File: src/rtl/data_addr_gen_if.sv
// Sequencer-to-DAG bus: read/write strobes, buffer select, descriptor word and generated address.
// Carries the optional wrap flag when DAG_WRAP_FLAG_EN is defined.
interface data_addr_gen_if #(
    parameter int ADDR_W = 16,
    parameter int LEN_W  = 12
);
    logic                     re;
    logic                     we;
    logic [2:0]               cbs;
    logic [ADDR_W+LEN_W+3:0]  wd;
    logic [ADDR_W-1:0]        a;
`ifdef DAG_WRAP_FLAG_EN
    logic                     wrap;

    modport master (output re, we, cbs, wd, input  a, wrap);
    modport slave  (input  re, we, cbs, wd, output a, wrap);
`else
    modport master (output re, we, cbs, wd, input  a);
    modport slave  (input  re, we, cbs, wd, output a);
`endif
endinterface

File: src/rtl/data_addr_gen.sv
// Eight-descriptor circular-buffer address generator with registered address and post-modify wrap.
// Optional feature macro: DAG_WRAP_FLAG_EN adds a registered wrap flag on the bus.
module data_addr_gen #(
    parameter int ADDR_W = 16,
    parameter int LEN_W  = 12
) (
    input  logic           clk,
    input  logic           rst_n,
    data_addr_gen_if.slave bus
);
    localparam int NBUF = 8;
    localparam int EW   = LEN_W + 2;

    logic [ADDR_W-1:0] base_q [NBUF];
    logic [LEN_W-1:0]  len_q  [NBUF];
    logic              sign_q [NBUF];
    logic [2:0]        exp_q  [NBUF];
    logic [LEN_W-1:0]  off_q  [NBUF];
    logic [ADDR_W-1:0] a_q;

    logic [ADDR_W-1:0] cur_base;
    logic [LEN_W-1:0]  cur_len;
    logic [LEN_W-1:0]  cur_off;
    logic              cur_sign;
    logic [EW-1:0]     stride;
    logic [EW-1:0]     ext_off;
    logic [EW-1:0]     ext_len;
    logic [EW-1:0]     sum;
    logic [LEN_W-1:0]  off_d;
    logic [ADDR_W-1:0] a_d;
`ifdef DAG_WRAP_FLAG_EN
    logic              wrap_q;
    logic              wrap_d;
`endif

    always_comb begin
        cur_base = base_q[bus.cbs];
        cur_len  = len_q[bus.cbs];
        cur_off  = off_q[bus.cbs];
        cur_sign = sign_q[bus.cbs];
        stride   = '0;
        stride[exp_q[bus.cbs]] = 1'b1;
        ext_off  = {2'b00, cur_off};
        ext_len  = {2'b00, cur_len};
        sum      = '0;
`ifdef DAG_WRAP_FLAG_EN
        wrap_d   = 1'b0;
`endif
        // Two extra bits keep off+len and off+stride exact before the wrap tests.
        if (cur_len != '0) begin
            if (!cur_sign) begin
                sum = ext_off + stride;
                if (sum >= ext_len) begin
                    sum = sum - ext_len;
`ifdef DAG_WRAP_FLAG_EN
                    wrap_d = 1'b1;
`endif
                end
                if (sum >= ext_len) sum = '0;
            end else if (ext_off >= stride) begin
                sum = ext_off - stride;
            end else begin
`ifdef DAG_WRAP_FLAG_EN
                wrap_d = 1'b1;
`endif
                sum = ext_off + ext_len;
                if (sum < stride) begin
                    sum = '0;
                end else begin
                    sum = sum - stride;
                    if (sum >= ext_len) sum = '0;
                end
            end
        end
        off_d = LEN_W'(sum);
        a_d   = cur_base + ADDR_W'(cur_off);
    end

    // Write takes priority over a coincident read; the address register only moves on reads.
    always_ff @(posedge clk or negedge rst_n) begin
        if (!rst_n) begin
            for (int unsigned i = 0; i < NBUF; i++) begin
                base_q[i] <= '0;
                len_q[i]  <= '0;
                sign_q[i] <= 1'b0;
                exp_q[i]  <= '0;
                off_q[i]  <= '0;
            end
            a_q <= '0;
`ifdef DAG_WRAP_FLAG_EN
            wrap_q <= 1'b0;
`endif
        end else if (bus.we) begin
            base_q[bus.cbs] <= bus.wd[ADDR_W+LEN_W+3:LEN_W+4];
            len_q[bus.cbs]  <= bus.wd[LEN_W+3:4];
            sign_q[bus.cbs] <= bus.wd[3];
            exp_q[bus.cbs]  <= bus.wd[2:0];
            off_q[bus.cbs]  <= '0;
`ifdef DAG_WRAP_FLAG_EN
            wrap_q <= 1'b0;
`endif
        end else if (bus.re) begin
            a_q            <= a_d;
            off_q[bus.cbs] <= off_d;
`ifdef DAG_WRAP_FLAG_EN
            wrap_q <= wrap_d;
`endif
        end else begin
`ifdef DAG_WRAP_FLAG_EN
            wrap_q <= 1'b0;
`endif
        end
    end

    assign bus.a = a_q;
`ifdef DAG_WRAP_FLAG_EN
    assign bus.wrap = wrap_q;
`endif
endmodule

File: src/flat_wrapper.sv
// flat-port wrapper written by rule: the top's interface ports become plain ports
module data_addr_gen_flat 
#(
    parameter int ADDR_W = 16,
    parameter int LEN_W  = 12
)
  (clk, rst_n, bus_re, bus_we, bus_cbs, bus_wd, bus_a);
  data_addr_gen_if #(.ADDR_W(ADDR_W), .LEN_W(LEN_W)) bus_i ();
  input  logic clk;
  input  logic rst_n;
  input wire logic [$bits(bus_i.re)-1:0] bus_re;
  input wire logic [$bits(bus_i.we)-1:0] bus_we;
  input wire logic [$bits(bus_i.cbs)-1:0] bus_cbs;
  input wire logic [$bits(bus_i.wd)-1:0] bus_wd;
  output wire logic [$bits(bus_i.a)-1:0] bus_a;
  assign bus_i.re = bus_re;
  assign bus_i.we = bus_we;
  assign bus_i.cbs = bus_cbs;
  assign bus_i.wd = bus_wd;
  assign bus_a = bus_i.a;
  data_addr_gen #(.ADDR_W(ADDR_W), .LEN_W(LEN_W)) u_core (.clk(clk), .rst_n(rst_n), .bus(bus_i));
endmodule
File: config.mk
export PLATFORM = sky130hd
export DESIGN_NAME = data_addr_gen_flat
export DESIGN_NICKNAME = d
export VERILOG_FILES = /design/src/rtl/data_addr_gen_if.sv /design/src/rtl/data_addr_gen.sv /design/src/flat_wrapper.sv
export SDC_FILE = /design/constraint.sdc
export NUM_CORES = 1
export LEC_CHECK = 0
export ABC_AREA = 0
export CORE_UTILIZATION = 40
export DETAILED_ROUTE_END_ITERATION = 16
export SYNTH_ARGS = -nofsm -noshare
export SYNTH_HDL_FRONTEND = slang
export SYNTH_SLANG_ARGS = --single-unit
File: constraint.sdc
create_clock -name clk -period 7.64 [get_ports clk]
set_input_delay 0.764 -clock clk [delete_from_list [all_inputs] [get_ports clk]]
set_output_delay 0.764 -clock clk [all_outputs]
set_load 0.01 [all_outputs]
# Word level (Yosys, flattened, before mapping)
# Index checks and enable logic that the tools add are counted.
word_totals:
  reg_bits: 368
  out_inout_bits: 16
classes:
  mux: 41
  n_reduce_logical: 5
  n_lt_le_gt_ge: 9
  n_addsub: 6
  n_bitwise: 4
ops:
  columns: ["op", "n"]
  rows:
  - ["bitwise mux 96 bit", 2]
  - ["two-way mux 96 bit", 2]
  - ["two-way mux 12 bit", 11]
  - ["bitwise mux 128 bit", 1]
  - ["AND 96 bit", 1]
  - ["inverter 96 bit", 1]
  - ["binary-select mux 12 bit (select 3 bit)", 2]
  - ["binary-select mux 16 bit (select 3 bit)", 1]
  - ["demux 16 bit (select 3 bit)", 1]
  - ["two-way mux 16 bit", 3]
  - [">= comparator 14 x 12 -> 1 bit", 3]
  - ["two-way mux 14 bit", 3]
  - ["demux 12 bit (select 3 bit)", 1]
  - ["bitwise mux 24 bit", 1]
  - ["adder 16 x 12 -> 16 bit", 1]
  - ["less-than comparator 14 x 8 -> 1 bit", 1]
  - ["subtractor 13 x 8 -> 14 bit", 1]
  - ["subtractor 14 x 12 -> 14 bit", 1]
  - ["adder 12 x 12 -> 13 bit", 1]
  - ["adder 12 x 8 -> 13 bit", 1]
  - [">= comparator 12 x 8 -> 1 bit", 1]
  - ["nonzero test 12 bit", 1]
  - ["subtractor 12 x 8 -> 12 bit", 1]
  - ["binary-select mux 3 bit (select 3 bit)", 1]
  - ["other kinds (15)", 22]

# Longest topological paths before layout
logic_depth:
  ltp_word: 20
  ltp_mapped: 39
  ltp_nobuf: 34

# Least setup slack after synthesis
# No wires, ideal clock.
synth_path:
  kind: "input-to-reg"
  start: "in bus_cbs[2]"
  end: "reg u_core.off_q[89] in the netlist's numbering"
  slack_ps: -1034
  t_arrival_ps: 8605
  stages: 39
  path_buffers: 10
  path_cell_list: "buf_4 > buf_2 > buf_4 > buf_2 > buf_4 > nor3_1 > clkbuf_1 > buf_1 > clkbuf_1 > a22oi_1 > nand4_1 > ha_1 > clkbuf_1 > nor3b_1 > nor4_1 > o41ai_2 > nand2_1 > xnor2_1 > [... 3 more ...] > and4_1 > nor3_1 > a211o_1 > o211ai_2 > mux2i_1 > inv_1 > ha_1 > a21o_1 > a21o_1 > a21o_1 > a21o_1 > a21oi_1 > o211ai_1 > a41o_1 > buf_6 > nor3_4 > or3b_1 > nand3_1"
synth_between:
  elab_chain_cells: 20
synth_lines:
  columns: ["item", "line", "rtl"]
  rows:
  - ["start, declared", "flat_wrapper.sv:13", "input wire logic [$bits(bus_i.cbs)-1:0] bus_cbs;"]
  - ["inverter 3 -> 4 bit (not written as such) (*)", null, null]
  - ["binary-select mux 3 bit (select 3 bit)", "data_addr_gen.sv:42", "stride[exp_q[bus.cbs]] = 1'b1;"]
  - ["two-way mux 3 bit (not written as such) (2 in series)", "data_addr_gen.sv:42", null]
  - ["less-than comparator 3 x 5 -> 1 bit (not written as such) or >= comparator 3 x 1 -> 1 bit (tied branches)", "data_addr_gen.sv:42", null]
  - ["logical AND 1 bit (not written as such)", "data_addr_gen.sv:42", null]
  - ["two-way mux 1 bit (not written as such)", "data_addr_gen.sv:42", null]
  - ["demux 1 bit (select 3 bit)", null, null]
  - ["adder 12 x 8 -> 13 bit", "data_addr_gen.sv:52", "sum = ext_off + stride;"]
  - ["[... 3 more ...]", null, null]
  - ["two-way mux 14 bit", "data_addr_gen.sv:50", "if (cur_len != '0) begin"]
  - [">= comparator 14 x 12 -> 1 bit", "data_addr_gen.sv:59", "if (sum >= ext_len) sum = '0;"]
  - ["two-way mux 12 bit", "data_addr_gen.sv:59", null]
  - ["two-way mux 12 bit", "data_addr_gen.sv:51", "if (!cur_sign) begin"]
  - ["two-way mux 12 bit", "data_addr_gen.sv:50", null]
  - ["bitwise mux 96 bit", "data_addr_gen.sv:104", "off_q[bus.cbs] <= off_d;"]
  - ["two-way mux 96 bit", "data_addr_gen.sv:102", "end else if (bus.re) begin"]
  - ["two-way mux 96 bit (*)", "data_addr_gen.sv:93", "end else if (bus.we) begin"]
  - ["end signal, assigned by index", "data_addr_gen.sv:87", "off_q[i] <= '0;"]
  - ["end signal, assigned by index", "data_addr_gen.sv:98", "off_q[bus.cbs] <= '0;"]
  - ["end signal, assigned by index", "data_addr_gen.sv:104", null]
  - ["end, declared", "data_addr_gen.sv:18", "logic [LEN_W-1:0] off_q [NBUF];"]
# Mark *: on every way between the ends. The rest lies on a longest branch, timed or not. The select of a mux whose other input is x is not followed.
# A chain may end at the register's enable or synchronous reset.

# Worst setup path after layout
layout_path:
  start: "in bus_cbs[0]"
  end: "reg u_core.off_q[40] in the netlist's numbering"
# Same word-level chain as after synthesis.

==> results.md <==
- Top FF cell, synth: dfrtp_1
- Crit start category: input port
- Clk pwr share: 19.0%
- Critical path arrival: between 7 and 8 ns
- Die width: between 200 and 250 um
- Reg2reg end: u_core.off_q[40]
- Commonest non-fill, non-tap cell in the layout: dfrtp_1
- Layout Nets: 2196
- Fill count: ~4500
- Sequential power share: 26.6%
- Post-Syn Area: 20400 sq um
- Period utilization: 95.0%
- Initial antenna violation count: 3
- Worst path most repeated cell: a21o_1
- DIE HEIGHT: 228 um
- Max cap viols: 0
- Comb pwr share: a little over half
- Overflow left after global routing: 0
- Hold_buf cts: 0
- Std cell rows: a little over 80
- Crit Path Max Fanout: 7
- Core box area: 50300 sq um
- Die area: approximately 52000 sq um
- IO buf count: 54
- Post-synthesis net count: about 2000
- Worst-margin pin slew: approximately 1.2 ns
- Endpoints failing setup: 0
- Post-synthesis sequential area ratio: about 45%
- Num CTS Buffers: 41
- Finished Layout Cells: roughly 2800
- Vias/cell: between 5 and 6
- Internal cell power: approximately 0.0063 W
- Peak Freq: 138 MHz
- Vias in the first global route: between 15000 and 20000
- Netlist cell types: 92
- Worst setup path category: in -> reg
- Final worst clock skew: 0.0181 ns
- Endpoints failing hold: 0
- EDFF count, synth: 0
- Final slew viol count: 0
- Commonest non-fill, non-tap cells in the layout: dfrtp_1, mux2_2, buf_4
- Layout cells sized above 1: just under 30%
- 1st-pass router iterations: 7
- ANT cells: 0
- Synth Register Bits: ~370
- Worst skew pair latency: around 0.56 ns
- Pwr per Cell Area: approximately 430 nW/um^2
- Tmin final: 7.26 ns
- Maximum vdd drop: roughly 0.00024 V
- Reg clk slew, reported paths: roughly 0.060 ns
- Reg-to-Reg Start: u_core.exp_q[15]
- Largest net degree at the start of global routing: 160
- Sw Ratio: between 40% and 50%
- Vias: 16100
- HP Class: in -> async
- Req. time, crit path: roughly 8.1 ns
- Routability congestion estimate: between 0.9 and 1
- Share of flip-flops with an asynchronous set or reset: 100%
- H-tree Lvls: 2
- Placed insts: 2696
- Crit path to: u_core.off_q[40]
- DRC Markers: 0
- Slowest-stage cell, CP: o41ai_4
- Max_slew headroom: 22.0%
- Clock Path Buffers: 3
- First-pass GRT wire length: 98500 um
- Leak: 10.8 nW
- P_sw: 0.00431 W
- R2R depth: 34
- Area Overhead vs Synth: 20.2%
- R2R Setup Slk: around 0.73 ns
- Crit. End Element: flip-flop
- Post-route ant nets: 0
- Setup TNS: 0 ns
- Synth Area per Inst: around 11 sq um
- Final HPWL DP: 45600 um
- Root buf cell: clkbuf_16
- Ys Warns: 0
- Global-route usage over all layers: approximately 25%
- Clock Sinks: about 370
- Mapped Cells: ~1900
- Routed WL: 63500 um
- CTS tree: done
- Post-DR wirelength/cell: between 20 and 25 um
- I/O pin count: 55
- Initial core utilization: between 40% and 50%
- Crit path from: bus_cbs[0]
- Slowest cell delay on critical path: 0.39 ns
- Outcome: finished, final reports clean
- Detailed Route Iter0 Violations: between 1000 and 1500
[cells in the mapped netlist, types with 11 or more instances]
cell type,instances,area share (%)
mux4_2,13,1.4
a22oi_1,103,3.8
dfrtp_1,368,45
clkbuf_1,53,0.97
a21o_1,19,0.70
inv_1,61,1.1
and3_1,11,0.34
a221oi_1,17,0.73
nand4_1,19,0.58
nor3_1,21,0.52
a21oi_1,84,2.1
a22o_1,14,0.60
mux2i_1,18,0.88
buf_1,25,0.46
nand2_1,169,3.1
nand3_1,23,0.56
nor2_1,64,1.2
mux2_2,269,15
xnor2_1,34,1.5
o21ai_1,31,0.76
or3_1,14,0.43
nor2b_1,18,0.55
o21ai_0,105,2.6
a31oi_1,16,0.49
nand2b_1,19,0.58
xor2_1,19,0.82
buf_2,11,0.27
ha_1,83,5.1
[power groups by stage]
stage / Sequential (W) / Clock (W) / Combinational [W]
floorplan: 0.00274 / 0 / 0.00336
global placement: 0.00281 / 0 / 0.00554
detailed placement: 0.00284 / 0 / 0.00562
CTS: 0.00281 / 0.00205 / 0.00565
global route: 0.00288 / 0.00213 / 0.00624
finish: 0.00281 / 0.00201 / 0.00576
[cell type report]
class | instances | area, sq um | share of cell area, %
Clock inverter | 9 | 120 | 0.490
Timing Repair Buffer | 257 | 2150 | 8.79
Multi-Input combinational cell | 1335 | 10700 | 43.6
Inverter | 65 | 251 | 1.03
Tap cell | 672 | 841 | 3.43
Clock buffer | 61 | 1240 | 5.06
Sequential cell | 368 | 9210 | 37.6
[per-stage QoR]
stage / area, sq um / power, W / hold slack (ns) / util (%) / setup slack, ns
2_1_floorplan: 20600 / 0.00610 / 0.442 / - / -0.125
3_3_place_gp: 23100 / 0.00836 / 0.463 / 46.0 / -0.134
3_5_place_dp: 23100 / 0.00845 / 0.470 / 46.0 / -0.214
4_1_cts: 24500 / 0.0105 / 0.177 / 48.7 / 0.336
5_1_grt: 24500 / 0.0112 / 0.199 / 48.8 / -0.00836
6_report: 24500 / 0.0106 / 0.175 / 48.8 / 0.380
[registers in the layout, summed over array words and instances, names as in the netlist]
signal         cells
u_core.exp_q      24
u_core.len_q      96
u_core.base_q    128
u_core.sign_q      8
u_core.off_q      96
u_core.bus.a      16
[worst max-delay path: cells and delay by family]
family,cells,cell delay (ns)
compound gates,15,3.12
buf+inv,5,0.92
simple gates,11,1.56
mux,1,0.34
fa+ha+maj,3,0.83
xor+xnor,1,0.17
[cell families after synthesis]
| family | count (synthesis) | synth area share, % |
|---|---|---|
| AO/OA/AOI/OAI | 487 | 16.2 |
| multiplexers | 304 | 17.5 |
| AND/OR/NAND/NOR | 402 | 9.88 |
| adder cells (fa/ha/maj) | 89 | 5.68 |
| XOR/XNOR | 53 | 2.27 |
| flip-flops | 368 | 45.1 |
| buffers and inverters | 163 | 3.31 |
[worst min-delay path by stage]
stage,startpoint,end,slack (ns),depth (start not counted)
after floorplan,u_core.off_q[93],u_core.off_q[93],0.44,2
after global placement,u_core.off_q[30],u_core.off_q[30],0.46,2
after global routing,rst_n,u_core.bus.a[6],0.20,1
final,rst_n,u_core.bus.a[6],0.18,1
after CTS,rst_n,u_core.bus.a[6],0.18,1
after detailed placement,u_core.off_q[57],u_core.off_q[57],0.47,2
[layer usage]
metal  up-vias  part of all wire, %  GRT usage (%)
li1       7296                    -              -
met1      8223                   46           35.0
met2       470                   45           38.1
met3        94                  6.6           4.79
met4         2                  2.3           6.15
met5         -                0.027              0
[timing repair]
item,4_1_cts,5_1_grt
setup endpoints to repair,0,72
gates resized for setup,0,9
buffers inserted,0,1
(Power assumes the default switching activity.)
